==> config.mk <==
export PLATFORM = sky130hd
export DESIGN_NAME = memory_arbiter
export DESIGN_NICKNAME = d
export VERILOG_FILES = /design/src/rtl/memory_arbiter.sv
export SDC_FILE = /design/constraint.sdc
export NUM_CORES = 1
export LEC_CHECK = 0
export CAP_MARGIN = 20
export CORE_MARGIN = 2
export CORE_UTILIZATION = 37
export DETAILED_ROUTE_END_ITERATION = 7
export PLACE_DENSITY_LB_ADDON = 0.1
export SETUP_SLACK_MARGIN = 0.1
export SYNTH_ARGS = -nofsm -noshare
export SYNTH_HDL_FRONTEND = slang
export SYNTH_SLANG_ARGS = --single-unit
==> constraint.sdc <==
create_clock -name clock -period 1.7 [get_ports clock]
set_input_delay 0.34 -clock clock [delete_from_list [all_inputs] [get_ports clock]]
set_output_delay 0.34 -clock clock [all_outputs]
set_load 0.005 [all_outputs]
==> src/rtl/memory_arbiter.sv <==
// Two-requester memory arbiter: instruction fetch vs. load/store, one outstanding
// transaction, data-preferred with a starvation guard for instruction fetches.
module memory_arbiter #(
  parameter int unsigned STARVE_LIMIT = 4
) (
  input  logic        clock,
  input  logic        reset,
  input  logic        instructionRequest,
  input  logic [31:0] instructionAddress,
  input  logic        instructionFlush,
  output logic [31:0] instructionData,
  output logic        instructionDataValid,
  input  logic        dataRequest,
  input  logic        dataWrite,
  input  logic [31:0] dataAddress,
  input  logic [31:0] dataWriteData,
  input  logic [3:0]  dataByteEnable,
  output logic [31:0] dataReadData,
  output logic        dataDone,
  output logic        memRequest,
  output logic        memWrite,
  output logic [31:0] memAddress,
  output logic [31:0] memWriteData,
  output logic [3:0]  memByteEnable,
  input  logic        memReady,
  input  logic        memReadValid,
  input  logic [31:0] memReadData
);

  typedef enum logic [2:0] {
    IDLE, ISSUE_I, ISSUE_D, WAIT_I, WAIT_D, RESPOND
  } state_t;

  localparam logic [3:0] LIMIT = 4'(STARVE_LIMIT);

  state_t     state, state_next;
  logic [3:0] starve_count, starve_count_next;
  logic       discard, discard_next;
  logic       serving_instr;

  // NOTE: every signal driven here gets a default first so no path leaves it unassigned (no latch).
  always_comb begin
    state_next        = state;
    starve_count_next = starve_count;
    discard_next      = discard;
    case (state)
      IDLE: begin
        if (dataRequest && instructionRequest) begin
          if (starve_count == LIMIT) begin
            state_next = ISSUE_I;
          end else begin
            state_next        = ISSUE_D;
            starve_count_next = starve_count + 4'd1;
          end
        end else if (dataRequest) begin
          state_next = ISSUE_D;
        end else if (instructionRequest) begin
          state_next = ISSUE_I;
        end
      end
      ISSUE_I: if (memReady)     state_next = WAIT_I;
      ISSUE_D: if (memReady)     state_next = WAIT_D;
      WAIT_I:  if (memReadValid) state_next = RESPOND;
      WAIT_D:  if (memReadValid) state_next = RESPOND;
      RESPOND: begin
        state_next   = IDLE;
        discard_next = 1'b0;
      end
      default: state_next = IDLE;
    endcase

    if (state == IDLE && state_next == ISSUE_I) starve_count_next = 4'd0;

    // A redirect only kills a fetch that is being chosen, offered, or awaited.
    if (instructionFlush &&
        (state == ISSUE_I || state == WAIT_I || (state == IDLE && state_next == ISSUE_I)))
      discard_next = 1'b1;
  end

  // NOTE: sequential state uses non-blocking assignments so all registers update together at the edge.
  always_ff @(posedge clock) begin
    if (reset) begin
      state           <= IDLE;
      starve_count    <= 4'd0;
      discard         <= 1'b0;
      serving_instr   <= 1'b0;
      memWrite        <= 1'b0;
      memAddress      <= '0;
      memWriteData    <= '0;
      memByteEnable   <= '0;
      instructionData <= '0;
      dataReadData    <= '0;
    end else begin
      state        <= state_next;
      starve_count <= starve_count_next;
      discard      <= discard_next;

      if (state == IDLE && state_next != IDLE) begin
        if (state_next == ISSUE_I) begin
          serving_instr <= 1'b1;
          memWrite      <= 1'b0;
          memAddress    <= instructionAddress;
          memWriteData  <= '0;
          memByteEnable <= 4'hF;
        end else begin
          serving_instr <= 1'b0;
          memWrite      <= dataWrite;
          memAddress    <= dataAddress;
          memWriteData  <= dataWriteData;
          memByteEnable <= dataByteEnable;
        end
      end

      if (memReadValid && state == WAIT_I && !discard_next) instructionData <= memReadData;
      if (memReadValid && state == WAIT_D)                  dataReadData    <= memReadData;
    end
  end

  assign memRequest           = (state == ISSUE_I) || (state == ISSUE_D);
  assign instructionDataValid = (state == RESPOND) && serving_instr && !discard;
  assign dataDone             = (state == RESPOND) && !serving_instr;

  a_req_only_in_issue : assert property (@(posedge clock) disable iff (reset)
    memRequest |-> (state == ISSUE_I || state == ISSUE_D));
  a_one_outstanding : assert property (@(posedge clock) disable iff (reset)
    (state == WAIT_I || state == WAIT_D || state == RESPOND) |-> !memRequest);
  a_done_one_cycle : assert property (@(posedge clock) disable iff (reset)
    (instructionDataValid || dataDone) |=> !(instructionDataValid || dataDone));
  a_fields_stable : assert property (@(posedge clock) disable iff (reset)
    (memRequest && !memReady) |=>
      ($stable(memAddress) && $stable(memWrite) && $stable(memWriteData) && $stable(memByteEnable)));

endmodule
== Word level (Yosys, flattened, before mapping) ==
Index checks and enable logic that the tools add are counted.
Storage, ports and cells
  bits in registers: 142
  input port bits: 140
  output and inout bits: 136
  word-level logic and storage cells: 55
Cells by class
  add/sub/neg operators: 1
  eq/ne operators: 7
  muxes and demuxes: 15
  bitwise operators: 1
  reductions and logical operators: 21
Operators by type and width (count)
  $mux 32: 2
  $mux 3: 6
  $pmux 3 s4: 1
  $logic_and 1x1->1: 10
  $eq 3x1->1 const B: 2
  $eq 3x2->1 const B: 2
  $eq 3x3->1 const B: 2
  $add 4x1->4 const B: 1
  $eq 4x3->1 const B: 1
  $mux 1: 4
  $mux 4: 1
  $reduce_or 2->1: 2
  $logic_not 1->1: 3
  $logic_not 3->1: 1
  $logic_or 1x1->1: 3
  $reduce_and 3->1: 1
  $reduce_bool 3->1: 1
  $mux 2: 1
  $not 1->1: 1

== Longest topological paths before layout ==
Gate-level depths: netlist of the first run.
  depth in word-level cells: 11
  mapped depth: 8
  mapped depth without buffers: 6

== Worst setup path before layout of the first run ==
OpenSTA, ideal clock, no wires.
  kind: reg-to-reg
  start: register state[2]
  end: register memAddress[10]
  library setup time: 0.128 ns
  data arrival time: 1.522 ns
  required time: 1.572 ns
  path slack: 0.050 ns
  cell stages (with the launch flop): 7
  buffers on the path: 2
  clock period less this slack: 1.650 ns
  cell sequence: dfxtp_1 or4b_4 a21o_1 buf_6 buf_6 o32ai_1 a211oi_1
On the way
  cells in the longest elaborated chain, start to end: 6
  elaborated cells on any way between the ends: 17
  classes of those cells: eq/ne: 5; mux: 8; reduce/logical: 4
RTL lines
  start, declared: RTL line 36  | state_t state, state_next;
  start signal, assigned: RTL line 94  | state <= state_next;
  $mux 3: RTL line 57  | end else if (instructionRequest) begin
  $mux 3: RTL line 55  | end else if (dataRequest) begin
  $mux 3: RTL line 48  | if (dataRequest && instructionRequest) begin
  $pmux 3 s4: RTL line 46  | case (state)
  $eq 3x1->1 / $reduce_bool 3->1 (equally long branches): RTL line 99, 98
  $mux 32 / $logic_and 1x1->1 (equally long branches): RTL line 99, 98
  end signal, assigned: RTL line 102  | memAddress <= instructionAddress;
  end signal, assigned: RTL line 108  | memAddress <= dataAddress;
  end, declared: RTL line 22  | output logic [31:0] memAddress,
Several ways; a longest one is shown, not always the timed one.
A chain may end at the register's enable or synchronous reset.

== Final worst setup path of the first run ==
  start: register starve_count[0]
  end: register memAddress[15]
On the way
  cells in the longest elaborated chain, start to end: 6
  elaborated cells on any way between the ends: 8
  classes of those cells: eq/ne: 2; mux: 4; reduce/logical: 2
RTL lines
  start, declared: RTL line 37  | logic [3:0] starve_count, starve_count_next;
  start signal, assigned: RTL line 95  | starve_count <= starve_count_next;
  $eq 4x3->1 (*): RTL line 49  | if (starve_count == LIMIT) begin
  $mux 2 (*): RTL line 49
  $mux 3 (*): RTL line 48
  $pmux 3 s4 (*): RTL line 46
  $eq 3x1->1 / $reduce_bool 3->1 (equally long branches): RTL line 99, 98
  $mux 32 / $logic_and 1x1->1 (equally long branches): RTL line 99, 98
Every way passes the cells marked *; elsewhere a longest branch is shown, timed or not.

==> results.ini, run 1 <==
[global_routing]
grt_max_degree=70
grt_first_pass_wirelength_um=32400
grt_pass1_vias=6244
grt_antenna_before_repair=0
grt_overflow=0
track_usage_pct=25.1

[yosys]
synth_top_area_share_pct=50.9
synthArstFlopShare_pct=0
ys_seq_area_share_pct=50.9
avgSynthCellArea_um2=8.91
synthesis.nets=769
synth_area_leaders=dfxtp_1 (51%), nand2_1 (8.9%), a21oi_1 (6.2%)
synth-edff-count=0
yosys_warnings=0
synthFlopType=dfxtp_1
synthCells=627
synth_cell_types=42
yosys_register_bits=142
yosys.area.top_type=dfxtp_1
syn_area_mm2=0.00559

[place]
post-dp-hpwl_um=13100
dp_cells=1073
io_buffers=275
gp_congestion=0.826

[critical_path]
worstPathMaxFanout=8
cp-end-kind=register
path_cells=inv_2 > ha_4 > nand3b_4 > buf_6 > a221oi_4 > buf_6 > clkbuf_16 > o32ai_1 > a211oi_1
crit_slowest_cell=dfxtp_2
cp_top_family=compound AO/OA/AOI/OAI gates
path_common_cell=buf_6
path_buf_inv=4
cp-start-kind=register
path_class=register to register
required_ns=2.02
cp_data_arrival_time_ns=2.12
slowest_delay_ns=0.32

[timing]
relSlewSlack_pct=52.4
period_needed_ns=1.79
worst_slew_pin_slew_ns=0.714
fin_ws_ns=-0.0938
fin_crit_sh_pct=106
hold_ws_ns=0.372
finalSetupViolations=47
fmax_ghz=0.557
clock_skew_ns=0.00867
finalHoldViolCount=0
drv_slew=0
final.setup.tns_ns=-2.30
rsz0062_at_grt=true

[run_status]
violations=negative setup slack
status=finished, violations left

[drt]
drc_errors=0
vias=6176
wl_per_cell_um=18.4
ant_nets=0
drt_iter0_drc=319
drt-pass1-iter-count=4
wl_um=20900
vias_per_cell=5.43

[power_and_ir_drop]
ir_drop_mv=0.745
p_leak_nw=4.51
p_seq_share_pct=36.6
p_sw_share_pct=27.2
p_per_area_mw_per_mm2=1050
pwr-share-clk_pct=36.9
p_int_mw=7.71
p_switching_mw=2.89
pwr-share-comb_pct=26.5

[floorplanning]
rows=44
start_util_pct=38.1
die_x_um=127
dieHeight_um=127
die-area_mm2=0.0161
ios=276
coreArea_mm2=0.0146

[clock_tree]
tritoncts=done
cts_max_level=4
numCtsBuffers=17
clk_pin_slew_worst_paths_ns=0.06
cts_sinks=142
clock-root-buffer=clkbuf_16
worstSkewPairLatency_ns=0.42
clockBufferDepth=2

[cells_and_area]
antenna_cells=0
layout.nets=1083
drive_gt1_share_pct=20.2
areaGrowthSynthToFinish_pct=81.4
finalNonFillerCells=1138
fillers=1139

[run]
drv_cap=0

[hold_path]
worstHoldPathType=input port to register

## cells in the mapped netlist (all sizes together), types with 3 or more instances
| library cell | n |
|---|---|
| dfxtp | 142 |
| nand2 | 132 |
| a21oi | 69 |
| o21ai | 36 |
| nor3 | 35 |
| a211oi | 33 |
| a22o | 33 |
| o32ai | 32 |
| buf | 30 |
| clkbuf | 28 |
| nor2 | 12 |
| inv | 7 |
| o221a | 5 |
| nand3b | 3 |
| nor2b | 3 |
## power by group through the flow
stage | clock, mW | combinational [mW] | sequential (mW)
2_1_floorplan | 0 | 0.965 | 3.90
3_3_place_gp | 0 | 2.21 | 3.89
3_5_place_dp | 0 | 2.29 | 3.90
4_1_cts | 3.98 | 2.58 | 3.86
5_1_grt | 4.13 | 2.99 | 3.92
6_report | 3.92 | 2.80 | 3.88
## stage by stage
| stage | total power [mW] | setup slack, ns | utilization, % | area, um^2 |
|---|---|---|---|---|
| floorplan | 4.87 | 0.0893 | - | 5610 |
| global placement | 6.10 | -0.617 | 59.5 | 8720 |
| detailed placement | 6.19 | -0.677 | 59.7 | 8740 |
| CTS | 10.4 | -0.0761 | 67.1 | 9820 |
| global route | 11.0 | -0.183 | 69.2 | 10100 |
| finish | 10.6 | -0.0938 | 69.2 | 10100 |
## worst min-delay path, delay by kind of cell
family                 cells  cell delay (ns)
buffers and inverters      2             0.37
AO/OA/AOI/OAI              1             0.03
## cells by family (layout without fill, tap and decap cells)
| group | after synthesis | in the layout | share of synthesized area, % |
|---|---|---|---|
| flops | 142 | 142 | 50.9 |
| simple gates | 200 | 201 | 15.9 |
| compound gates | 216 | 216 | 26.6 |
| buf+inv | 65 | 391 | 5.85 |
| fa+ha+maj | 2 | 2 | 0.448 |
| mux | 1 | 1 | 0.202 |
| xor+xnor | 1 | 1 | 0.157 |
## layer usage
| layer | track usage, % | wire [um] |
|---|---|---|
| met1 | 28.5 | 8280 |
| met2 | 43.1 | 10300 |
| met3 | 8.90 | 1720 |
| met4 | 10.1 | 633 |
| met5 | 0 | 0 |
## registers in the layout (all words and copies together), names as in the netlist
name             flops
serving_instr        1
discard              1
state                3
memWrite             1
instructionData     32
starve_count         4
memByteEnable        4
memAddress          32
dataReadData        32
memWriteData        32
## path summary, 6_finish.rpt
path	startpoint	end	slack (ns)	cells past startpoint
setup / recovery	starve_count[0]	memAddress[15]	-0.09	9
setup reg to reg	starve_count[0]	memAddress[15]	-0.09	9
hold / removal	reset	serving_instr	0.37	3
hold reg to reg	instructionData[27]	instructionData[27]	0.45	2
## layout by cell type (no fill, tap or decap), types with 3 or more instances in the layout
cell type / instances
nor3_4: 3
clkinv_2: 4
o32ai_1: 14
buf_12: 10
o32ai_4: 5
a211oi_1: 22
o21ai_0: 35
inv_6: 3
dfxtp_2: 23
a21oi_1: 68
nor3_1: 33
buf_4: 43
inv_1: 5
buf_16: 7
a211oi_2: 11
clkbuf_16: 20
dlygate4sd2_1: 115
buf_2: 4
o32ai_2: 13
clkdlybuf4s50_1: 136
dlymetal6s2s_1: 20
buf_6: 13
dfxtp_1: 118
nor2_1: 10
o221a_2: 4
nand2_1: 132
a22o_1: 33
bufinv_16: 4
## final cells by class
class / instances / area [um^2] / share of cell area (%)
Clock inverter: 14 / 190 / 1.88
Multi-Input combinational cell: 421 / 2770 / 27.4
Sequential cell: 142 / 2880 / 28.4
Inverter: 7 / 26.3 / 0.259
Timing Repair Buffer: 352 / 3610 / 35.6
Clock buffer: 18 / 429 / 4.24
Tap cell: 184 / 230 / 2.27
## timing repair
item | CTS | global route
gates resized for setup | 200 | 45
cloned | 8 | 3
buffers inserted | 15 | 8
endpoints found under the setup margin | 231 | 150
hold buffers | 0 | 0
pin swaps | 30 | 19
endpoints found under the hold margin | 0 | 0
Power figures use the tool's default switching activity.
==> run 2, diff against run 1 <==
--- a/config.mk
+++ b/config.mk
@@ -11,4 +11,5 @@
 export DETAILED_ROUTE_END_ITERATION = 7
 export PLACE_DENSITY_LB_ADDON = 0.1
+export RECOVER_POWER = 25
 export SETUP_SLACK_MARGIN = 0.1
 export SYNTH_ARGS = -nofsm -noshare
==> constraint.sdc (replaced) <==
create_clock -name clock -period 1.7 [get_ports clock]
set_input_delay 0.17 -clock clock [delete_from_list [all_inputs] [get_ports clock]]
set_output_delay 0.17 -clock clock [all_outputs]
set_load 0.005 [all_outputs]
==> run 2 against run 1 <==
  * The flow still finishes with violations (negative setup slack)
  * Total power decreased by 0.35%
  * Sequential share of layout area down 0.49 points
  * Non-clock buffer count down 7
  * Final cell count down 0.53%
  * Clock power decreased by 5%
  * Register-to-register slack got worse by 0.03 ns
  * Core utilization increased by 0.53 points
  * Via count decreased by 0.23%
  * Count of clock-buffer cells in the layout up 4
  * Wire length is 0.46% higher
  * Setup slack worse by 0.030 ns
  * Critical path type unchanged
  * Highest routed layer unchanged
==> results.ini, run 2 (synthesis gave the netlist of run 1 again) <==
[timing]
finalSetupViolations=33  ; -30%
drv_slew=0  ; unchanged
fmax_ghz=0.548  ; -1.7%
worst_slew_pin_slew_ns=0.757  ; +0.0435 ns
hold_ws_ns=0.176  ; -0.196 ns
relSlewSlack_pct=49.5  ; -2.9 points
fin_ws_ns=-0.124  ; -0.0305 ns
finalHoldViolCount=0  ; unchanged
rsz0062_at_grt=true
clock_skew_ns=0.00764  ; -0.00103 ns
fin_crit_sh_pct=107  ; +1.8 points
period_needed_ns=1.82  ; +0.0305 ns

[power_and_ir_drop]
p_int_mw=7.69  ; -0.36%
pwr-share-comb_pct=28.0  ; +1.5 points
p_sw_share_pct=27.2  ; about the same
p_total_mw=10.6  ; -0.35%
p_leak_nw=3.83  ; -15%
p_per_area_mw_per_mm2=1030  ; -1.1%
p_seq_share_pct=36.7  ; about the same
ir_drop_mv=0.722  ; -3.2%
p_switching_mw=2.88  ; -0.33%
pwr-share-clk_pct=35.3  ; -1.6 points

[cells_and_area]
areaGrowthSynthToFinish_pct=82.8
layout.nets=1077  ; -0.55%
final_cell_mix=clkdlybuf4s50_1 (213), dfxtp_1 (138), nand2_1 (132)
antenna_cells=0  ; unchanged
drive_gt1_share_pct=17.9  ; -2.3 points
finish.utilization_pct=69.7  ; +0.53 points
mostFrequentLayoutCell=clkdlybuf4s50_1
postLayoutCellArea_mm2=0.0102  ; +0.76%

[hold_path]
worstHoldPathType=input port to register
whs_path_depth=3  ; unchanged

[drt]
ant_nets=0  ; unchanged
vias_per_cell=5.44  ; +0.30%
wl_um=21000  ; +0.46%
drt_iter0_drc=347  ; +8.8%
vias=6162  ; -0.23%
wl_per_cell_um=18.6  ; +1.0%
drt-pass1-iter-count=5  ; +1
drc_errors=0  ; unchanged

[place]
dpl_cell_area_mm2=0.00867  ; -0.89%
post-dp-hpwl_um=12700  ; -3.2%
io_buffers=275  ; unchanged
gp_congestion=0.794  ; -3.9%
post-place-ws_ns=-0.591  ; +0.0863 ns

[clock_tree]
worstSkewPairLatency_ns=0.42  ; about the same
cts_max_level=4  ; unchanged
clockBufferDepth=2  ; unchanged
hold_buffers=0  ; unchanged
clock-root-buffer=clkbuf_16
clk_pin_slew_worst_paths_ns=0.06  ; about the same
numCtsBuffers=17  ; unchanged
tritoncts=done
cts_sinks=142  ; unchanged

[global_routing]
track_usage_pct=24.6  ; -0.49 points
grt_antenna_before_repair=0  ; unchanged
grt_first_pass_wirelength_um=31600  ; -2.3%
grt_pass1_vias=6204  ; -0.64%
grt_max_degree=73  ; +4.3%
grt_overflow=0  ; unchanged

[floorplanning]
coreArea_mm2=0.0146  ; unchanged
die-area_mm2=0.0161  ; unchanged
dieHeight_um=127  ; unchanged
start_util_pct=38.1  ; unchanged
die_x_um=127  ; unchanged
rows=44  ; unchanged
ios=276  ; unchanged

[critical_path]
cp_data_arrival_time_ns=2.11  ; about the same
path_class=register to register
required_ns=1.99  ; -0.03 ns
worstPathMaxFanout=9  ; +1
cp-start-kind=register
r2r_slack_ns=-0.12  ; -0.03 ns
cp-end-kind=register
r2r.worst_path.cells=6  ; -3

[run]
drv_cap=0  ; unchanged

[run_status]
status=finished, violations left
violations=negative setup slack

==> run 2: cell count changes in the layout (fill, tap and decap cells not counted), sizes merged <==
| cell | change |
|---|---|
| clkdlybuf4s50 | +77 |
| clkbuf | +7 |
| nor2 | +1 |
| buf | -10 |
| dlygate4sd3 | +58 |
| dlymetal6s2s | -20 |
| dlygate4sd2 | -115 |
| bufinv | -2 |
| inv | -3 |
| clkinvlp | +1 |
==> run 2: area by class of cell <==
cell class	instances	area, um^2
Clock inverter	10	111
Multi-Input combinational cell	422	2850
Timing Repair Buffer	345	3650
Sequential cell	142	2850
Inverter	7	26.3
Clock buffer	22	484
Fill cell	1114	4440
Tap cell	184	230
==> run 2: layer usage <==
layer	global-route usage [%]	share of wire [%]	vias up
met2	41.7	49	269
met1	28.6	40	2954
li1	-	-	2898
met5	0	0	-
met3	8.10	7.9	41
met4	10.4	2.7	0
==> run 2: repair_timing <==
| item | 4_1_cts | 5_1_grt |
|---|---|---|
| cloned | 6 | 6 |
| setup endpoints to repair | 97 | 133 |
| pin swaps | 14 | 22 |
| gates resized for setup | 50 | 54 |
| buffers inserted | 14 | 8 |
==> run 2: per-stage QoR <==
| step | cells | TNS (ns) |
|---|---|---|
| 3_3_place_gp | 1067 | -22.50 |
| 6_report | 1132 | -2.69 |
| 2_1_floorplan | 627 | 0 |
| 3_5_place_dp | 1067 | -29.26 |
| 4_1_cts | 1119 | -1.78 |
| 5_1_grt | 1132 | -4.61 |
==> run 2: path summary, 6_finish.rpt <==
kind | from | end
worst max-delay path | state[1] | memAddress[2]
worst min-delay path | reset | starve_count[2]
worst max register to register | state[1] | memAddress[2]
worst min register to register | instructionData[27] | instructionData[27]
==> run 2: critical path, cell delays in order (launching register included) <==
cell	delay [ns]
dfxtp_2	0.32
buf_6	0.11
or4b_4	0.54
a21o_4	0.26
buf_12	0.17
o32ai_1	0.15
a211oi_1	0.14
==> run 2: power by group through the flow <==
stage / clock [mW] / combinational (mW) / sequential, mW
after detailed placement: 0 / 2.24 / 3.90
after floorplan: 0 / 0.965 / 3.90
after CTS: 3.78 / 2.61 / 3.84
after global placement: 0 / 2.20 / 3.89
after global routing: 3.93 / 3.13 / 3.91
final: 3.73 / 2.96 / 3.88
